$ cat config.mk
export PLATFORM = sky130hd
export DESIGN_NAME = comp_seq_ctrl
export DESIGN_NICKNAME = d
export VERILOG_FILES = /design/src/rtl/comp_seq_ctrl.sv
export SDC_FILE = /design/constraint.sdc
export NUM_CORES = 1
export LEC_CHECK = 0
export BUFFER_PORTS_ARGS = -buffer_cell sky130_fd_sc_hd__buf_2
export CORE_AREA = 2 2 57 59
export CTS_BUF_LIST = sky130_fd_sc_hd__clkbuf_8
export CTS_CLUSTER_DIAMETER = 30
export DETAILED_ROUTE_END_ITERATION = 12
export DIE_AREA = 0 0 59 61
export PLACE_DENSITY_LB_ADDON = 0.3
export SLEW_MARGIN = 30
export SYNTH_ARGS = -nofsm -noshare
export SYNTH_HDL_FRONTEND = slang
export SYNTH_SLANG_ARGS = --single-unit
$ cat constraint.sdc
create_clock -name clk -period 2.6 [get_ports clk]
set_clock_uncertainty 0.2 [all_clocks]
set_input_delay 0.13 -clock clk [delete_from_list [all_inputs] [get_ports clk]]
set_output_delay 0.13 -clock clk [all_outputs]
set_load 0.02 [all_outputs]
$ cat src/rtl/comp_seq_ctrl.sv
// Sequences one shared 2-bit magnitude-comparator slice across two WIDTH-bit
// operands, MSB pair first, stopping at the first unequal pair.
module comp_seq_ctrl #(
  parameter int WIDTH = 8
) (
  input  logic             clk,
  input  logic             rst,
  input  logic             start,
  input  logic [WIDTH-1:0] a,
  input  logic [WIDTH-1:0] b,
  output logic             busy,
  output logic             done,
  output logic             l,
  output logic             g,
  output logic             eq,
  output logic             err,
  output logic [1:0]       slice_a,
  output logic [1:0]       slice_b,
  input  logic             slice_l,
  input  logic             slice_g,
  input  logic             slice_eq
);

  localparam int PAIRS = WIDTH / 2;
  localparam int IDX_W = (PAIRS > 1) ? $clog2(PAIRS) : 1;

  typedef enum logic [1:0] {
    ST_IDLE,
    ST_RUN,
    ST_DONE
  } state_t;

  state_t           state_reg;
  logic [WIDTH-1:0] a_reg;
  logic [WIDTH-1:0] b_reg;
  logic [IDX_W-1:0] idx_reg;
  logic             busy_reg;
  logic             done_reg;
  logic             l_reg;
  logic             g_reg;
  logic             eq_reg;
  logic             err_reg;

  // Latched operands viewed as an array of bit-pairs, index 0 = LSB pair.
  logic [1:0] a_pair [PAIRS];
  logic [1:0] b_pair [PAIRS];

  generate
    for (genvar gi = 0; gi < PAIRS; gi++) begin : g_pair
      assign a_pair[gi] = a_reg[2*gi +: 2];
      assign b_pair[gi] = b_reg[2*gi +: 2];
    end
  endgenerate

  assign slice_a = (state_reg == ST_RUN) ? a_pair[idx_reg] : 2'b00;
  assign slice_b = (state_reg == ST_RUN) ? b_pair[idx_reg] : 2'b00;

  logic [2:0] flags;
  assign flags = {slice_l, slice_g, slice_eq};

  assign busy = busy_reg;
  assign done = done_reg;
  assign l    = l_reg;
  assign g    = g_reg;
  assign eq   = eq_reg;
  assign err  = err_reg;

  always_ff @(posedge clk) begin
    if (rst) begin
      state_reg <= ST_IDLE;
      a_reg     <= '0;
      b_reg     <= '0;
      idx_reg   <= '0;
      busy_reg  <= 1'b0;
      done_reg  <= 1'b0;
      l_reg     <= 1'b0;
      g_reg     <= 1'b0;
      eq_reg    <= 1'b0;
      err_reg   <= 1'b0;
    end else begin
      done_reg <= 1'b0;
      case (state_reg)
        ST_IDLE, ST_DONE: begin
          if (start) begin
            a_reg     <= a;
            b_reg     <= b;
            idx_reg   <= IDX_W'(PAIRS - 1);
            l_reg     <= 1'b0;
            g_reg     <= 1'b0;
            eq_reg    <= 1'b0;
            err_reg   <= 1'b0;
            busy_reg  <= 1'b1;
            state_reg <= ST_RUN;
          end else begin
            state_reg <= ST_IDLE;
          end
        end
        ST_RUN: begin
          // Only a one-hot flag set is a legal slice answer; anything else
          // terminates the compare with err and no magnitude result.
          case (flags)
            3'b100: begin
              l_reg     <= 1'b1;
              busy_reg  <= 1'b0;
              done_reg  <= 1'b1;
              state_reg <= ST_DONE;
            end
            3'b010: begin
              g_reg     <= 1'b1;
              busy_reg  <= 1'b0;
              done_reg  <= 1'b1;
              state_reg <= ST_DONE;
            end
            3'b001: begin
              if (idx_reg == '0) begin
                eq_reg    <= 1'b1;
                busy_reg  <= 1'b0;
                done_reg  <= 1'b1;
                state_reg <= ST_DONE;
              end else begin
                idx_reg <= idx_reg - IDX_W'(1);
              end
            end
            default: begin
              err_reg   <= 1'b1;
              l_reg     <= 1'b0;
              g_reg     <= 1'b0;
              eq_reg    <= 1'b0;
              busy_reg  <= 1'b0;
              done_reg  <= 1'b1;
              state_reg <= ST_DONE;
            end
          endcase
        end
        default: begin
          busy_reg  <= 1'b0;
          state_reg <= ST_IDLE;
        end
      endcase
    end
  end

endmodule

# Word-level counts from Yosys, hierarchy flattened

Index checks and enable logic that the tools add are counted.

RAM bits: 0
Memories: 0
Bits in read-only memories: 0
Bits of input ports: 22
Output and inout port bits: 10
Word-level logic and storage cells: 75
Bits in registers: 26
Bits in latches: 0

Bitwise gates (word level): 2
Magnitude comparators: 1
$add $sub $neg: 1
Div/mod/pow operators: 0
Multiplexer cells: 32
Shift-type cells: 0
Multiply operators: 0
Eq/ne operators: 13
Reduce and logical (&&, ||, !) cells: 16

Operator list:

| operator                                                                | count |
|---|---|
| 2-bit two-way mux                                                       | 11 |
| 1-bit case mux with 2 select lines                                      | 8 |
| 2-bit inequality test, second input constant                            | 6 |
| 2-bit OR reduction                                                      | 5 |
| 1-bit two-way mux                                                       | 9 |
| 3-bit AND reduction                                                     | 3 |
| 2-bit binary-select mux with 2-bit select                               | 2 |
| 2-bit case mux with 2 select lines                                      | 2 |
| 4-bit AND reduction                                                     | 2 |
| 2-bit zero test                                                         | 2 |
| 2-bit AND reduction                                                     | 2 |
| 3-bit by 1-bit == test with 1-bit output, second input constant         | 1 |
| 3-bit by 2-bit == test with 1-bit output, second input constant         | 1 |
| 3-bit == test, second input constant                                    | 1 |
| 3-bit >= comparator, second input constant                              | 1 |
| 3-bit inequality test, second input constant                            | 1 |
| 2-bit NOT with 3-bit output                                             | 1 |
| 3-bit OR reduction                                                      | 1 |
| 2-bit by 1-bit == test with 1-bit output, second input constant         | 1 |
| 2-bit == test, second input constant                                    | 1 |
| 2-bit by 1-bit inequality test with 1-bit output, second input constant | 1 |
| 2-bit nonzero test                                                      | 1 |
| 2-bit by 1-bit subtractor with 2-bit output, second input constant      | 1 |
| 1-bit NOT                                                               | 1 |

# Logic depth before layout (Yosys ltp)

Depth after elaboration: 5
Mapped depth: 6
Mapped depth without buffers: 5

# Worst setup path before layout

Ideal clock, no wire load.

Kind: register to register
Start point: register idx_reg[0]
End point: register idx_reg[1]
Stages on the path, launching flop included: 7
Data arrival time: 1.500 ns
Setup slack: 0.809 ns
Data required time: 2.309 ns
Setup time: 0.091 ns
Clock period less this slack: 1.791 ns
Path buffers: 1
Path through: dfxtp_1 -> buf_2 -> inv_1 -> ha_1 -> nor4b_4 -> a211oi_1 -> a311oi_1

Word-level cells in the longest chain between the ends: 4
Elaborated cells between the ends (all ways): 7
Classes of those cells: add/sub: 1; eq/ne: 1; mux: 3; reduce/logical: 2

RTL lines:

| what                                        | line | text |
|---|---|---|
| start: declaration                          | 36   | `logic [IDX_W-1:0] idx_reg;` |
| start signal: assignment                    | 87   | `idx_reg <= IDX_W'(PAIRS - 1);` |
| start signal: assignment                    | 121  | `idx_reg <= idx_reg - IDX_W'(1);` |
| 2-bit by 1-bit subtractor with 2-bit output | 121  |  |
| 2-bit two-way mux                           | 115  | `if (idx_reg == '0) begin` |
| 2-bit two-way mux                           | 101  | `case (flags)` |
| 2-bit case mux with 2 select lines          | 82   | `case (state_reg)` |

Parallel ways exist; a longest one is shown, timed or not. The select of a mux whose other input is x is not followed.
A chain may end at the register's enable or synchronous reset.

# Worst setup path after layout

Same ends and word-level chain as after synthesis.

==> summary.txt <==
Status
  – Status: complete, no violations

Clock network
  – Post_cts resized: 0
  – Worst-path clk slew: 0.09 ns
  – Later-pin clock latency in the skew report: 0.27 ns
  – H-tree depth: 1
  – Sink Count: 26
  – CTS root buf: clkbuf_8
  – CTS Buf Count: 3
  – Clk buf depth: 2
  – TritonCTS clock tree: yes

Route
  – # DRC: 0
  – DRT iter0 DRCs: 14
  – Drt total wl: 2620 microns
  – DR vias/cell: 5.07
  – Routed Antenna Nets: 0
  – First-pass iteration count of the detailed router: 5
  – Wirelength per Cell: 12.6 microns
  – Vias: between 1000 and 1500

Worst hold path
  – Tightest Hold Check Type: in -> reg

Placed design
  – Detailed Place HPWL: 1750 microns
  – Place WS: 0.550 ns
  – RePlAce Congestion: approximately 0.74
  – Port bufs: 31
  – Placed instance area: 1310 sq um

Worst setup path
  – Critical Path End: idx_reg[1]$_SDFFE_PP0P_
  – Worst Reg-to-Reg Cells: 5
  – Worst Path Required: 2.58 ns
  – Max FO, Critical Path: 8
  – Arrival @ worst endpoint: roughly 2.1 ns
  – Kind of critical path: reg -> reg
  – R2R Path End: idx_reg[1]$_SDFFE_PP0P_
  – Reg2reg start: idx_reg[0]$_SDFFE_PP0P_
  – Worst setup EP type: flop
  – Kind of start point of the critical path: flop
  – CP startpoint: idx_reg[0]$_SDFFE_PP0P_
  – Flop-to-flop setup slack: about 0.50 ns

Power and ir drop
  – Maximum vdd drop: 0.365 mV
  – Pwr per Cell Area: between 500 and 600 nW/um^2
  – P_leak: approximately 0.00065 uW

Synth
  – Register area share after synthesis: 45.0%
  – Mapped Cells: 131
  – Yosys top cell by area: dfxtp_1
  – Syn nets: around 150
  – Top cell type's share of synthesized area: 45.0%
  – Area of the mapped netlist: 1160 sq um
  – Warning count from the yosys run: 0
  – Post-synthesis cell type count: 29
  – Main area contributors after synthesis: dfxtp_1 (45%), nand2_1 (11%), a21oi_1 (8.6%)
  – Count leader, synth: nand2_1
  – Mean post-synth cell area: just under 9 sq um
  – Asr flop ratio synth: 0%
  – Post-synth EDFFs: 0
  – Top FF cell, synth: dfxtp_1
  – Top post-synthesis cells by count: nand2_1 (35), dfxtp_1 (26), a21oi_1 (20)
  – Post-synthesis register bit count: 26

GRT
  – Initial antenna violation count: 0
  – GRT Util Overall: 16.1%
  – First-pass GRT wire length: 4330 microns
  – Grt ovf: 0
  – Vias in the first global route: 993
  – Pin count of the biggest net entering global routing: 26

Layout
  – Ant diodes: 0
  – Area occupied by multi-input gates: 577 sq um
  – Fill cell count: 284
  – Layout cells sized above 1: approximately 24%
  – Design Area, Final: about 1500 sq um
  – Register area: roughly 520 sq um
  – Syn-to-layout area delta: 32.9%
  – Net count, final: 198

Timing
  – Setup ws final: ~0.5 ns
  – Rel. slew slack: 42.4%
  – Min Clock Period, post-route: about 2.1 ns
  – Hold slack: around 0.0073 ns
  – Setup TNS: 0 ns
  – Final slew viol count: 0
  – RSZ-0062 raised after global routing: no
  – Hold Vio Cnt, Final: 0
  – Worst-Margin Slew: 0.863 ns
  – Final worst-path cycle share: 80.8%
  – Final setup vio count: 0
  – Fmax: 476 MHz

Die
  – # rows: 20
  – Die Span X: 59 microns
  – Vert. Die Dim: around 61 microns
  – Io pins: 32
  – Starting Density: a little under 40%
  – Area of the core: roughly 3000 sq um
  – Full die area: about 3600 sq um

Run
  – MaxCap Viol Count: 0
[metrics by stage]
| stage | instances | util [%] | power [uW] |
|---|---|---|---|
| floorplan | 131 | - | 522 |
| global placement | 186 | 44.4 | 555 |
| detailed placement | 186 | 44.4 | 560 |
| CTS | 207 | 52.1 | 838 |
| global route | 207 | 52.1 | 869 |
| finish | 207 | 52.1 | 831 |
[layout by cell type, fill, tap and decap left out, types with 2 or more instances in the layout]
master         instances
buf_2                 31
nor3_1                 2
dlygate4sd3_1         17
a21oi_1               20
inv_1                  3
nor2_1                 2
mux4_2                 4
nand2_1               35
nand3b_1               2
clkbuf_8               4
and2_1                 4
nor2b_1                2
xor2_1                 2
dfxtp_1               26
a311oi_1               2
a211oi_1               2
nand2b_1               2
nor3b_1                2
[critical path, stage by stage, from the launching register on]
cell and delay, ns:
dfxtp_1 0.55, inv_1 0.13, ha_1 0.25, nor4b_4 0.48, a211oi_1 0.15, a311oi_1 0.27
[metal layers]
metal	vias to the layer above	GRT usage [%]	routed length, microns
li1	532	-	-
met3	5	3.84	108
met1	489	18.0	1080
met5	-	0	0
met4	0	5.84	36
met2	23	29.7	1390
[cell families after synthesis]
kind of cell	share of synthesized area [%]
AOI/OAI and AO/OA	16.2
xor gates and xnor gates	1.51
adders and majority gates	1.08
buffers and inverters	5.19
DFF	45.0
muxes	7.78
and+or+nand+nor	23.2
[worst min-delay path by stage]
stage,start,to,cells after the start
finish,slice_g,l$_SDFFE_PP0P_,3
global route,slice_g,l$_SDFFE_PP0P_,3
CTS,slice_g,l$_SDFFE_PP0P_,3
detailed placement,a[3],a_reg[3]$_SDFFE_PP0P_,3
global placement,b[7],b_reg[7]$_SDFFE_PP0P_,3
floorplan,a[0],a_reg[0]$_SDFFE_PP0P_,2
[repair_timing]
| item | 4_1_cts | 5_1_grt |
|---|---|---|
| setup buffers | 0 | 0 |
| hold buffers | 17 | 0 |
| hold endpoints to repair | 17 | 0 |
[area by class of cell]
cell class                      count  area share [%]
Timing Repair Buffer               49            21.6
Inverter                            3           0.732
Clock buffer                        4            3.58
Sequential cell                    26            33.8
Multi-Input combinational cell     92            37.5
Tap cell                           33            2.69
[report_power, final]
group | internal, uW | leakage (uW) | total [uW] | switching [uW]
combinational | 67.9 | 0.000411 | 132 | 64.6
clock | 135 | 0.0000288 | 262 | 127
sequential | 420 | 0.000214 | 437 | 16.8
total | 624 | 0.000653 | 831 | 208
(Power assumes the default switching activity.)
